### src/rtl/ysyx_22040750_lsu_pkg.sv
// Shared definitions for the LSU (MEM) stage: FSM encoding and parameter defaults.
package ysyx_22040750_lsu_pkg;

    typedef enum logic [1:0] {
        IDLE = 2'd0,
        REQ  = 2'd1,
        RESP = 2'd2,
        HOLD = 2'd3
    } lsu_state_e;

    localparam int unsigned LSU_ADDR_W         = 32;
    localparam int unsigned LSU_DATA_W         = 64;
    localparam int unsigned LSU_TIMEOUT_CYCLES = 255;

endpackage

### src/rtl/ysyx_22040750_lsu_timeout_cnt.sv
// 8-bit response-wait counter; flags expiry on the LIMIT-th enabled cycle after a clear.
module ysyx_22040750_lsu_timeout_cnt #(
    parameter int unsigned LIMIT = 255
) (
    input  logic I_sys_clk,
    input  logic I_rst,
    input  logic clr,
    input  logic en,
    output logic expired
);

    logic [7:0] cnt;

    always_ff @(posedge I_sys_clk or posedge I_rst) begin
        if (I_rst) begin
            cnt <= '0;
        end else if (clr) begin
            cnt <= '0;
        end else if (en && !expired) begin
            cnt <= cnt + 8'd1;
        end
    end

    // Count value k is visible during the (k+1)-th cycle, so LIMIT-1 marks the last one.
    assign expired = en && (cnt == 8'(LIMIT - 1));

endmodule

### src/rtl/ysyx_22040750_lsu_stage.sv
// MEM stage: captures one EX/MEM instruction, runs a dmem req/resp for loads/stores, holds result for MEM/WB.
// Optional response timeout with sticky O_dmem_err: define YSYX_22040750_LSU_TIMEOUT_EN.
module ysyx_22040750_lsu_stage
    import ysyx_22040750_lsu_pkg::*;
#(
    parameter int unsigned ADDR_W         = LSU_ADDR_W,
    parameter int unsigned DATA_W         = LSU_DATA_W,
    parameter int unsigned TIMEOUT_CYCLES = LSU_TIMEOUT_CYCLES
) (
    input  logic                I_sys_clk,
    input  logic                I_rst,
    input  logic                I_EX_MEM_valid,
    output logic                O_EX_MEM_allowin,
    input  logic                I_mem_ren,
    input  logic                I_mem_wen,
    input  logic [ADDR_W-1:0]   I_addr,
    input  logic [DATA_W-1:0]   I_wdata,
    input  logic [DATA_W/8-1:0] I_wstrb,
    input  logic                I_reg_wen,
    input  logic [4:0]          I_rd_addr,
    output logic                O_dmem_req,
    output logic                O_dmem_we,
    output logic [ADDR_W-1:0]   O_dmem_addr,
    output logic [DATA_W-1:0]   O_dmem_wdata,
    output logic [DATA_W/8-1:0] O_dmem_wstrb,
    input  logic                I_dmem_gnt,
    input  logic                I_dmem_rvalid,
    input  logic [DATA_W-1:0]   I_dmem_rdata,
    output logic                O_MEM_WB_valid,
    input  logic                I_MEM_WB_allowin,
    output logic [DATA_W-1:0]   O_mem_data,
    output logic [2:0]          O_mem_shamt,
    output logic [ADDR_W-1:0]   O_alu_out,
    output logic                O_reg_wen,
    output logic [4:0]          O_rd_addr
`ifdef YSYX_22040750_LSU_TIMEOUT_EN
    ,
    output logic                O_dmem_err
`endif
);

    lsu_state_e state, state_nx;

    logic                accept;
    logic                is_mem_in;
    logic                resp_timeout;
    logic                ren_q;
    logic                we_q;
    logic [ADDR_W-1:0]   addr_q;
    logic [DATA_W-1:0]   wdata_q;
    logic [DATA_W/8-1:0] wstrb_q;
    logic                reg_wen_q;
    logic [4:0]          rd_q;
    logic [DATA_W-1:0]   mem_data_q;

    assign O_EX_MEM_allowin = (state == IDLE) || ((state == HOLD) && I_MEM_WB_allowin);
    assign accept           = O_EX_MEM_allowin && I_EX_MEM_valid;
    assign is_mem_in        = I_mem_ren || I_mem_wen;

`ifdef YSYX_22040750_LSU_TIMEOUT_EN
    logic cnt_expired;
    logic err_q;

    ysyx_22040750_lsu_timeout_cnt #(
        .LIMIT (TIMEOUT_CYCLES)
    ) u_timeout_cnt (
        .I_sys_clk (I_sys_clk),
        .I_rst     (I_rst),
        .clr       ((state == REQ) && I_dmem_gnt),
        .en        (state == RESP),
        .expired   (cnt_expired)
    );

    assign resp_timeout = cnt_expired && !I_dmem_rvalid;

    always_ff @(posedge I_sys_clk or posedge I_rst) begin
        if (I_rst) begin
            err_q <= 1'b0;
        end else if ((state == RESP) && resp_timeout) begin
            err_q <= 1'b1;
        end
    end

    assign O_dmem_err = err_q;
`else
    logic unused_timeout_cfg;

    assign resp_timeout       = 1'b0;
    assign unused_timeout_cfg = (TIMEOUT_CYCLES == 0);
`endif

    always_ff @(posedge I_sys_clk or posedge I_rst) begin
        if (I_rst) begin
            state <= IDLE;
        end else begin
            state <= state_nx;
        end
    end

    // rvalid only matters in RESP; a grant cycle with rvalid counts as grant alone.
    always_comb begin
        state_nx = state;
        unique case (state)
            IDLE, HOLD: begin
                if (accept) begin
                    state_nx = is_mem_in ? REQ : HOLD;
                end else if ((state == HOLD) && I_MEM_WB_allowin) begin
                    state_nx = IDLE;
                end
            end
            REQ: begin
                if (I_dmem_gnt) begin
                    state_nx = RESP;
                end
            end
            RESP: begin
                if (I_dmem_rvalid || resp_timeout) begin
                    state_nx = HOLD;
                end
            end
        endcase
    end

    always_ff @(posedge I_sys_clk or posedge I_rst) begin
        if (I_rst) begin
            ren_q      <= 1'b0;
            we_q       <= 1'b0;
            addr_q     <= '0;
            wdata_q    <= '0;
            wstrb_q    <= '0;
            reg_wen_q  <= 1'b0;
            rd_q       <= '0;
            mem_data_q <= '0;
        end else if (accept) begin
            ren_q      <= I_mem_ren;
            we_q       <= I_mem_wen;
            addr_q     <= I_addr;
            wdata_q    <= I_wdata;
            wstrb_q    <= I_wstrb;
            reg_wen_q  <= I_reg_wen;
            rd_q       <= I_rd_addr;
            mem_data_q <= '0;
        end else if ((state == RESP) && I_dmem_rvalid && ren_q) begin
            mem_data_q <= I_dmem_rdata;
        end
    end

    // Request is decoded from state so an asynchronous reset drops it at once.
    assign O_dmem_req     = (state == REQ);
    assign O_dmem_we      = we_q;
    assign O_dmem_addr    = {addr_q[ADDR_W-1:3], 3'b000};
    assign O_dmem_wdata   = wdata_q;
    assign O_dmem_wstrb   = wstrb_q;

    assign O_MEM_WB_valid = (state == HOLD);
    assign O_mem_data     = mem_data_q;
    assign O_mem_shamt    = addr_q[2:0];
    assign O_alu_out      = addr_q;
    assign O_reg_wen      = reg_wen_q;
    assign O_rd_addr      = rd_q;

endmodule

### config.mk
export PLATFORM = sky130hd
export DESIGN_NAME = ysyx_22040750_lsu_stage
export DESIGN_NICKNAME = d
export VERILOG_FILES = /design/src/rtl/ysyx_22040750_lsu_pkg.sv /design/src/rtl/ysyx_22040750_lsu_timeout_cnt.sv /design/src/rtl/ysyx_22040750_lsu_stage.sv
export SDC_FILE = /design/constraint.sdc
export NUM_CORES = 1
export LEC_CHECK = 0
export CORE_UTILIZATION = 30
export CTS_CLUSTER_SIZE = 8
export DETAILED_ROUTE_END_ITERATION = 7
export SYNTH_ARGS = -nofsm -noshare
export SYNTH_HDL_FRONTEND = slang
export SYNTH_SLANG_ARGS = --single-unit
### constraint.sdc
create_clock -name I_sys_clk -period 15.41 [get_ports I_sys_clk]
set_input_delay 2.3115 -clock I_sys_clk [delete_from_list [all_inputs] [get_ports I_sys_clk]]
set_output_delay 2.3115 -clock I_sys_clk [all_outputs]
set_load 0.01 [all_outputs]
==> run_results.csv, run 1 <==
group,metric,value,unit
outcome,outcome,"finished clean",
yosys,yosysWarningCount,0,
yosys,synth_top_area_share,59.3,%
pwr,power_leakage,5.38,nW
timing,fin_ws,9.57,ns
final_layout,design_area,11900,um^2
place,dpl_worst_slack,9.58,ns
worst_setup_path,cp.required,13.10,ns
yosys,synth.distinct_cells,22,
detailed_routing,post-route-drc-count,0,
worst_setup_path,criticalPathCategory,"primary input to primary output",
detailed_routing,wire_per_inst,15.5,um
yosys,seq_area_frac_synth,59.3,%
grt,grt_first_pass_wirelength,36600,um
worst_setup_path,startpoint_type,"primary input",
timing,rsz0062_at_grt,"false",
place,io_buffers,391,
clock_tree,cts.path.max_buffers,2,
worst_setup_path,timing.rr.end,"O_dmem_wstrb[7]$_DFFE_PP0P_",
floorplanning,dieArea,25700,um^2
worst_setup_path,cp_max_fo,3,
yosys,avgSynthCellArea,9.23,um^2
final_layout,utilization,48.6,%
grt,grtUsageTotal,18.1,%
floorplanning,coreArea,24500,um^2
yosys,synth.area.top_cells,"dfrtp_1 (59%), nand2_1 (23%), a21oi_2 (7.5%), buf_4 (3.6%), buf_6 (2.4%)",
timing,timing.final.crit_share,37.9,%
worst_setup_path,rr_worst_depth,7,
timing,relSlewSlack,26.1,%
grt,antenna_found_initial,0,
grt,gr-total-overflow,0,
clock_tree,clk_pin_slew,0.07,ns
min_path,holdPathEnd,"O_dmem_wdata[52]$_DFFE_PP0P_",
clock_tree,cts_buffers,17,
pwr,power,2.30,mW
timing,whs,0.475,ns
clock_tree,worstSkewPairLatency,0.42,ns
yosys,syn_area,7510,um^2
worst_setup_path,worstPathArrival,3.53,ns
floorplanning,die_height,160,um
place,place_congestion,0.746,
clock_tree,cts_tree,"built",
grt,grt_max_degree,105,
clock_tree,cts-resized-gates,0,
timing,drv_slew,0,
place,placed_area,11300,um^2
place,dp.cells,1456,
pwr,ir_drop,0.0718,mV
worst_setup_path,endpoint_kind,"primary output",
final_layout,layout-drive-gt1-share,9.11,%
timing,setup_tns,0,ns
run,cap_violations,0,
yosys,synthCells,813,
detailed_routing,wl,23100,um
detailed_routing,antenna_left,0,
floorplanning,initial_utilization,30.7,%
floorplanning,die_w,160,um
pwr,power.density,194,nW/um^2
place,post-dp-hpwl,15900,um
final_layout,areaGrowthSynthToFinish,58.4,%
timing,final_hold_viol_count,0,
detailed_routing,firstDrtPassIters,4,
yosys,synth_area_leader_cell,"dfrtp_1",
clock_tree,cts_setup_buffers,0,
clock_tree,cts-root-buf,"clkbuf_16",
floorplanning,rows,57,
final_layout,antenna_cells,0,
timing,worst_pin_slew,1.11,ns
clock_tree,hold_buffers,0,
clock_tree,clock_sinks,178,
worst_setup_path,reg2reg_slack,12.76,ns
yosys,synth-seq-cells,178,
detailed_routing,drtIter0Drc,385,
min_path,hold_path_depth,2,
final_layout,instances_no_fill,1488,
min_path,hp-class,"register to register",
grt,grt_pass1_vias,6409,
timing,setup_viol,0,
detailed_routing,dr_total_vias,6321,
worst_setup_path,reg2reg_from,"state[0]$_DFFE_PP0P_",
timing,min_period,5.84,ns
timing,max_freq,171,MHz
final_layout,layout.nets,1337,
floorplanning,ios,395,
detailed_routing,vias_per_cell,4.25,
clock_tree,cts_max_level,4,
timing,skew,0.0153,ns
min_path,min-delay-start,"O_dmem_wdata[52]$_DFFE_PP0P_",
[state kept, by name (all words and copies together) (netlist names)]
signal / count
O_mem_data: 64
O_rd_addr: 5
O_dmem_wdata: 64
O_dmem_we: 1
O_reg_wen: 1
ren_q: 1
O_dmem_wstrb: 8
state: 2
O_alu_out: 32
[worst max-delay path by stage]
| stage | depth (start not counted) | to | startpoint |
|---|---|---|---|
| 2_1_floorplan | 1 | O_alu_out[0]$_DFFE_PP0P_ | I_rst |
| 3_3_place_gp | 3 | O_EX_MEM_allowin | I_MEM_WB_allowin |
| 3_5_place_dp | 3 | O_EX_MEM_allowin | I_MEM_WB_allowin |
| 4_1_cts | 3 | O_EX_MEM_allowin | I_MEM_WB_allowin |
| 5_1_grt | 3 | O_EX_MEM_allowin | I_MEM_WB_allowin |
| 6_report | 3 | O_EX_MEM_allowin | I_MEM_WB_allowin |
[critical path: stages]
cell             delay [ns]
clkdlybuf4s50_1        0.47
a21o_1                 0.19
clkdlybuf4s50_1        0.55
[synthesized netlist by cell type (all sizes together)]
cell	count
a21o	1
a21oi	66
a2bb2oi	1
and2	2
and3	1
buf	68
clkbuf	12
conb	1
dfrtp	178
ha	4
inv	6
mux2	1
nand2	466
nand3	1
nor3	1
o22ai	1
o311ai	1
or3	2
[final cells by class]
type,count,area [um^2]
Sequential cell,178,4450
Timing Repair Buffer,397,3960
Inverter,6,27.5
Multi-Input combinational cell,551,2480
Tap cell,324,405
Clock buffer,20,447
Fill cell,2301,12600
Clock inverter,12,114
[layout by cell type, fill, tap and decap left out, types with 2 or more instances in the layout]
master           Yosys  layout
a21oi_1              2       2
a21oi_2             64      64
buf_4               36       6
clkbuf_1            12       2
clkbuf_16            0      17
clkdlybuf4s50_1      0     391
clkinv_4             0       2
conb_1               1       3
dfrtp_1            178     178
ha_1                 4       4
inv_1                6       5
inv_6                0       6
inv_8                0       4
nand2_1            466     465
or3_1                2       2
[where the power goes]
group	switching [mW]	internal, mW	total, mW	leakage (nW)
Combinational	0.512	0.576	1.09	2.83
Sequential	0.121	0.669	0.790	2.27
Clock	0.203	0.219	0.422	0.274
[metal layers]
layer	vias to the layer above	share of wire, %	global-route usage [%]
met2	235	49	30.8
met5	-	0	0
met3	9	8.1	6.42
met4	0	0.72	3.81
met1	2945	42	22.1
li1	3132	-	-
[cells by family (layout without fill, tap and decap cells)]
| group | count (synthesis) | after routing | share of synthesized area [%] |
|---|---|---|---|
| multiplexers | 1 | 1 | 0.150 |
| adder cells (fa/ha/maj) | 4 | 4 | 0.667 |
| other | 1 | 3 | 0.0500 |
| flip-flops | 178 | 178 | 59.3 |
| AO/OA/AOI/OAI | 70 | 70 | 8.02 |
| AND/OR/NAND/NOR | 473 | 473 | 23.9 |
| buffers and inverters | 86 | 435 | 7.92 |
Power figures use the tool's default switching activity.
==> inputs of run 2 (changes only) <==
PLACE_DENSITY = 0.66   (was not set)
clock period = 5.35 ns   (was 15.41 ns; I/O delays follow)
==> run_results.csv, run 2 (synthesized netlist as in run 1, its figures left out) <==
group,metric,value,unit
outcome,outcome,"finished clean",
clock_tree,cts_max_level,4,
place,placed_area,11400,um^2
timing,fin_ws,2.50,ns
timing,worst_pin_slew,0.764,ns
detailed_routing,wire_per_inst,14.9,um
final_layout,most-common-layout-cells,"nand2_1 (465), clkdlybuf4s50_1 (391), dfrtp_1 (178)",
clock_tree,worstSkewPairLatency,0.43,ns
final_layout,utilization,48.7,%
floorplanning,ios,395,
grt,gr-total-overflow,0,
clock_tree,hold_buffers,0,
detailed_routing,vias_per_cell,4.34,
floorplanning,rows,57,
clock_tree,cts_buffers,17,
floorplanning,die_height,160,um
clock_tree,cts-resized-gates,0,
clock_tree,cts_tree,"built",
pwr,power,6.62,mW
worst_setup_path,timing.rr.end,"O_dmem_wdata[48]$_DFFE_PP0P_",
worst_setup_path,endpoint_kind,"primary output",
timing,max_freq,351,MHz
detailed_routing,wl,22200,um
place,post-dp-hpwl,15600,um
worst_setup_path,cp.required,4.55,ns
timing,min_period,2.85,ns
floorplanning,dieArea,25700,um^2
detailed_routing,antenna_left,0,
final_layout,layout-drive-gt1-share,9.26,%
grt,grtUsageTotal,17.5,%
final_layout,instances_no_fill,1490,
run,cap_violations,0,
timing,skew,0.0131,ns
final_layout,layout_commonest_cell,"nand2_1",
detailed_routing,dr_total_vias,6473,
clock_tree,cts.path.max_buffers,2,
timing,drv_slew,0,
timing,whs,0.474,ns
final_layout,design_area,11900,um^2
worst_setup_path,reg2reg_from,"state[0]$_DFFE_PP0P_",
worst_setup_path,reg2reg_slack,2.96,ns
clock_tree,clk_pin_slew,0.07,ns
floorplanning,die_w,160,um
place,dp.cells,1458,
min_path,hp-class,"register to register",
place,io_buffers,391,
clock_tree,cts_setup_buffers,0,
worst_setup_path,criticalPathCategory,"primary input to primary output",
worst_setup_path,rr_worst_depth,7,
worst_setup_path,cp_max_fo,3,
detailed_routing,drtIter0Drc,336,
pwr,power.density,555,nW/um^2
timing,final_hold_viol_count,0,
final_layout,antenna_cells,0,
detailed_routing,post-route-drc-count,0,
grt,antenna_found_initial,1,
place,dpl_worst_slack,2.42,ns
grt,grt_first_pass_wirelength,35700,um
final_layout,layout.nets,1339,
timing,setup_viol,0,
min_path,hold_path_depth,2,
clock_tree,clock_sinks,178,
clock_tree,cts-root-buf,"clkbuf_16",
grt,grt_pass1_vias,6447,
pwr,ir_drop,0.213,mV
place,place_congestion,0.800,
timing,rsz0062_at_grt,"false",
floorplanning,coreArea,24500,um^2
timing,setup_tns,0,ns
pwr,power_leakage,5.39,nW
min_path,holdPathEnd,"O_reg_wen$_DFFE_PP0P_",
min_path,min-delay-start,"O_reg_wen$_DFFE_PP0P_",
final_layout,areaGrowthSynthToFinish,58.9,%
grt,grt_max_degree,97,
floorplanning,initial_utilization,30.7,%
timing,relSlewSlack,49.0,%
worst_setup_path,worstPathArrival,2.05,ns
timing,timing.final.crit_share,53.3,%
detailed_routing,firstDrtPassIters,4,
worst_setup_path,startpoint_type,"primary input",
-- run 2: cell type report --
cell class,instances,area [um^2]
clock inverters,12,113
inverters,6,26.3
well taps,324,405
repair buffers,399,4000
multi-input cells,551,2480
clock buffers,20,447
fillers,2257,12500
flip-flops and latches,178,4450
-- run 2: worst max-delay path, cell delays in order --
cell and delay (ns):
clkdlybuf4s50_1 0.48, a21o_1 0.20, clkdlybuf4s50_1 0.57
-- run 2: where the power goes --
group	switching (mW)	internal [mW]	leakage [nW]
combinational	1.46	1.67	2.85
clock	0.576	0.629	0.270
sequential	0.360	1.93	2.27
-- run 2: how the worst max path moves through the flow --
| stage | startpoint | to | depth (start not counted) |
|---|---|---|---|
| global route | I_MEM_WB_allowin | O_EX_MEM_allowin | 3 |
| finish | I_MEM_WB_allowin | O_EX_MEM_allowin | 3 |
| global placement | I_MEM_WB_allowin | O_rd_addr[2]$_DFFE_PP0P_ | 6 |
| floorplan | I_rst | O_alu_out[0]$_DFFE_PP0P_ | 1 |
| CTS | I_MEM_WB_allowin | O_EX_MEM_allowin | 3 |
| detailed placement | I_MEM_WB_allowin | O_dmem_wdata[46]$_DFFE_PP0P_ | 6 |
-- run 2: routing by layer --
layer | track usage [%] | part of all wire [%] | vias up
met5 | 0 | 0.059 | -
met3 | 6.68 | 9.0 | 17
met2 | 28.4 | 48 | 258
met1 | 22.0 | 42 | 3061
met4 | 3.85 | 1.1 | 2
li1 | - | - | 3135
==> inputs of run 3 (changes only) <==
clock period = 2.4 ns   (was 5.35 ns; I/O delays follow)
==> run_results.csv, run 3 (synthesized netlist as in run 1, its figures left out) <==
group,metric,value,unit
timing,rsz0062_at_grt,"false",
clock_tree,cts_buffers,17,
timing,max_freq,451,MHz
clock_tree,cts-resized-gates,0,
outcome,outcome,"finished clean",
timing,drv_slew,0,
min_path,hp-class,"primary input to asynchronous set/reset pin",
detailed_routing,dr_total_vias,6482,
floorplanning,die_w,160,um
worst_setup_path,cp_max_fo,4,
final_layout,areaGrowthSynthToFinish,62.1,%
timing,setup_viol,0,
grt,gr-total-overflow,0,
final_layout,layout-drive-gt1-share,10.7,%
run,cap_violations,0,
final_layout,layout_commonest_cell,"nand2_1",
timing,whs,0.266,ns
worst_setup_path,crit_end,"O_EX_MEM_allowin",
clock_tree,cts_setup_buffers,0,
detailed_routing,drtIter0Drc,296,
final_layout,most-common-layout-cells,"nand2_1 (465), clkdlybuf4s50_1 (391), dfrtp_1 (178)",
clock_tree,cts.path.max_buffers,2,
timing,final_hold_viol_count,0,
worst_setup_path,startpoint_type,"register",
timing,min_period,2.22,ns
place,io_buffers,391,
worst_setup_path,endpoint_kind,"primary output",
worst_setup_path,timing.rr.end,"O_mem_data[9]$_DFFE_PP0P_",
place,place_congestion,0.753,
grt,grt_first_pass_wirelength,35300,um
floorplanning,die_height,160,um
detailed_routing,wl,22400,um
detailed_routing,firstDrtPassIters,5,
final_layout,fillers,2267,
timing,relSlewSlack,65.8,%
worst_setup_path,worstPathArrival,1.86,ns
worst_setup_path,criticalPathCategory,"register to primary output",
timing,worst_pin_slew,0.513,ns
pwr,ir_drop,0.526,mV
place,dpl_worst_slack,0.423,ns
grt,grt_pass1_vias,6528,
clock_tree,cts_tree,"built",
clock_tree,cts_max_level,4,
detailed_routing,post-route-drc-count,0,
worst_setup_path,cp.required,2.04,ns
clock_tree,hold_buffers,0,
final_layout,antenna_cells,0,
clock_tree,clk_pin_slew,0.07,ns
detailed_routing,wire_per_inst,14.8,um
grt,grtUsageTotal,17.4,%
floorplanning,coreArea,24500,um^2
pwr,power_leakage,5.53,nW
floorplanning,ios,395,
clock_tree,clock_sinks,178,
grt,grt_max_degree,99,
floorplanning,rows,57,
detailed_routing,antenna_left,0,
grt,antenna_found_initial,0,
timing,timing.final.crit_share,92.4,%
timing,fin_ws,0.181,ns
floorplanning,initial_utilization,30.7,%
worst_setup_path,startpoint,"state[0]$_DFFE_PP0P_",
pwr,power.density,1230,nW/um^2
worst_setup_path,reg2reg_from,"state[0]$_DFFE_PP0P_",
final_layout,layout.nets,1357,
clock_tree,worstSkewPairLatency,0.42,ns
worst_setup_path,rr_worst_depth,6,
floorplanning,dieArea,25700,um^2
clock_tree,cts-root-buf,"clkbuf_16",
place,post-dp-hpwl,16400,um
worst_setup_path,reg2reg_slack,0.56,ns
timing,skew,0.0125,ns
detailed_routing,vias_per_cell,4.30,
## run 3: area by class of cell
type	instances	area, um^2	share of cell area (%)
clock buffer	20	457	3.75
multi-input combinational	551	2480	20.4
inverter	6	26.3	0.216
sequential	178	4450	36.6
timing repair buffer	417	4230	34.8
clock inverter	12	113	0.925
tap	324	405	3.33
## run 3: where the power goes
| group | total (mW) | switching, mW | internal (mW) | leakage (nW) |
|---|---|---|---|---|
| clock | 2.72 | 1.29 | 1.43 | 0.283 |
| sequential | 5.10 | 0.802 | 4.30 | 2.27 |
| combinational | 7.16 | 3.29 | 3.87 | 2.97 |
## run 3: worst max-delay path, cell delays in order (launching register included)
cell             delay (ns)
dfrtp_1                0.40
inv_1                  0.12
ha_1                   0.19
a21o_1                 0.17
clkdlybuf4s50_1        0.56
## run 3: layer usage
metal,wire length [um],vias up,track usage (%),share of wire (%)
met3,1650,15,5.14,7.4
li1,-,3181,-,-
met5,0,-,0,0
met4,267,0,4.72,1.2
met2,10900,243,28.9,49
met1,9590,3043,22.0,43
## run 3: per-stage QoR
stage                     std cells  total power [mW]  instance area, um^2  TNS [ns]  utilization, %
after global routing           1508              16.0                12200         0            49.8
after floorplan                 815              8.60                 7520    -42.83               -
final                          1508              15.0                12200         0            49.8
after global placement         1476              12.3                11600         0            47.4
after detailed placement       1476              12.4                11600         0            47.4
after CTS                      1508              15.2                12200         0            49.8
## run 3: worst min path at each step
stage	start	depth (start not counted)	end	slack (ns)
2_1_floorplan	ren_q$_DFFE_PP0P_	2	ren_q$_DFFE_PP0P_	0.46
3_3_place_gp	O_dmem_wdata[20]$_DFFE_PP0P_	2	O_dmem_wdata[20]$_DFFE_PP0P_	0.46
3_5_place_dp	O_dmem_wdata[39]$_DFFE_PP0P_	2	O_dmem_wdata[39]$_DFFE_PP0P_	0.46
4_1_cts	I_rst	2	O_dmem_wdata[35]$_DFFE_PP0P_	0.25
5_1_grt	I_rst	2	O_dmem_wdata[34]$_DFFE_PP0P_	0.27
6_report	I_rst	2	O_dmem_wdata[35]$_DFFE_PP0P_	0.27
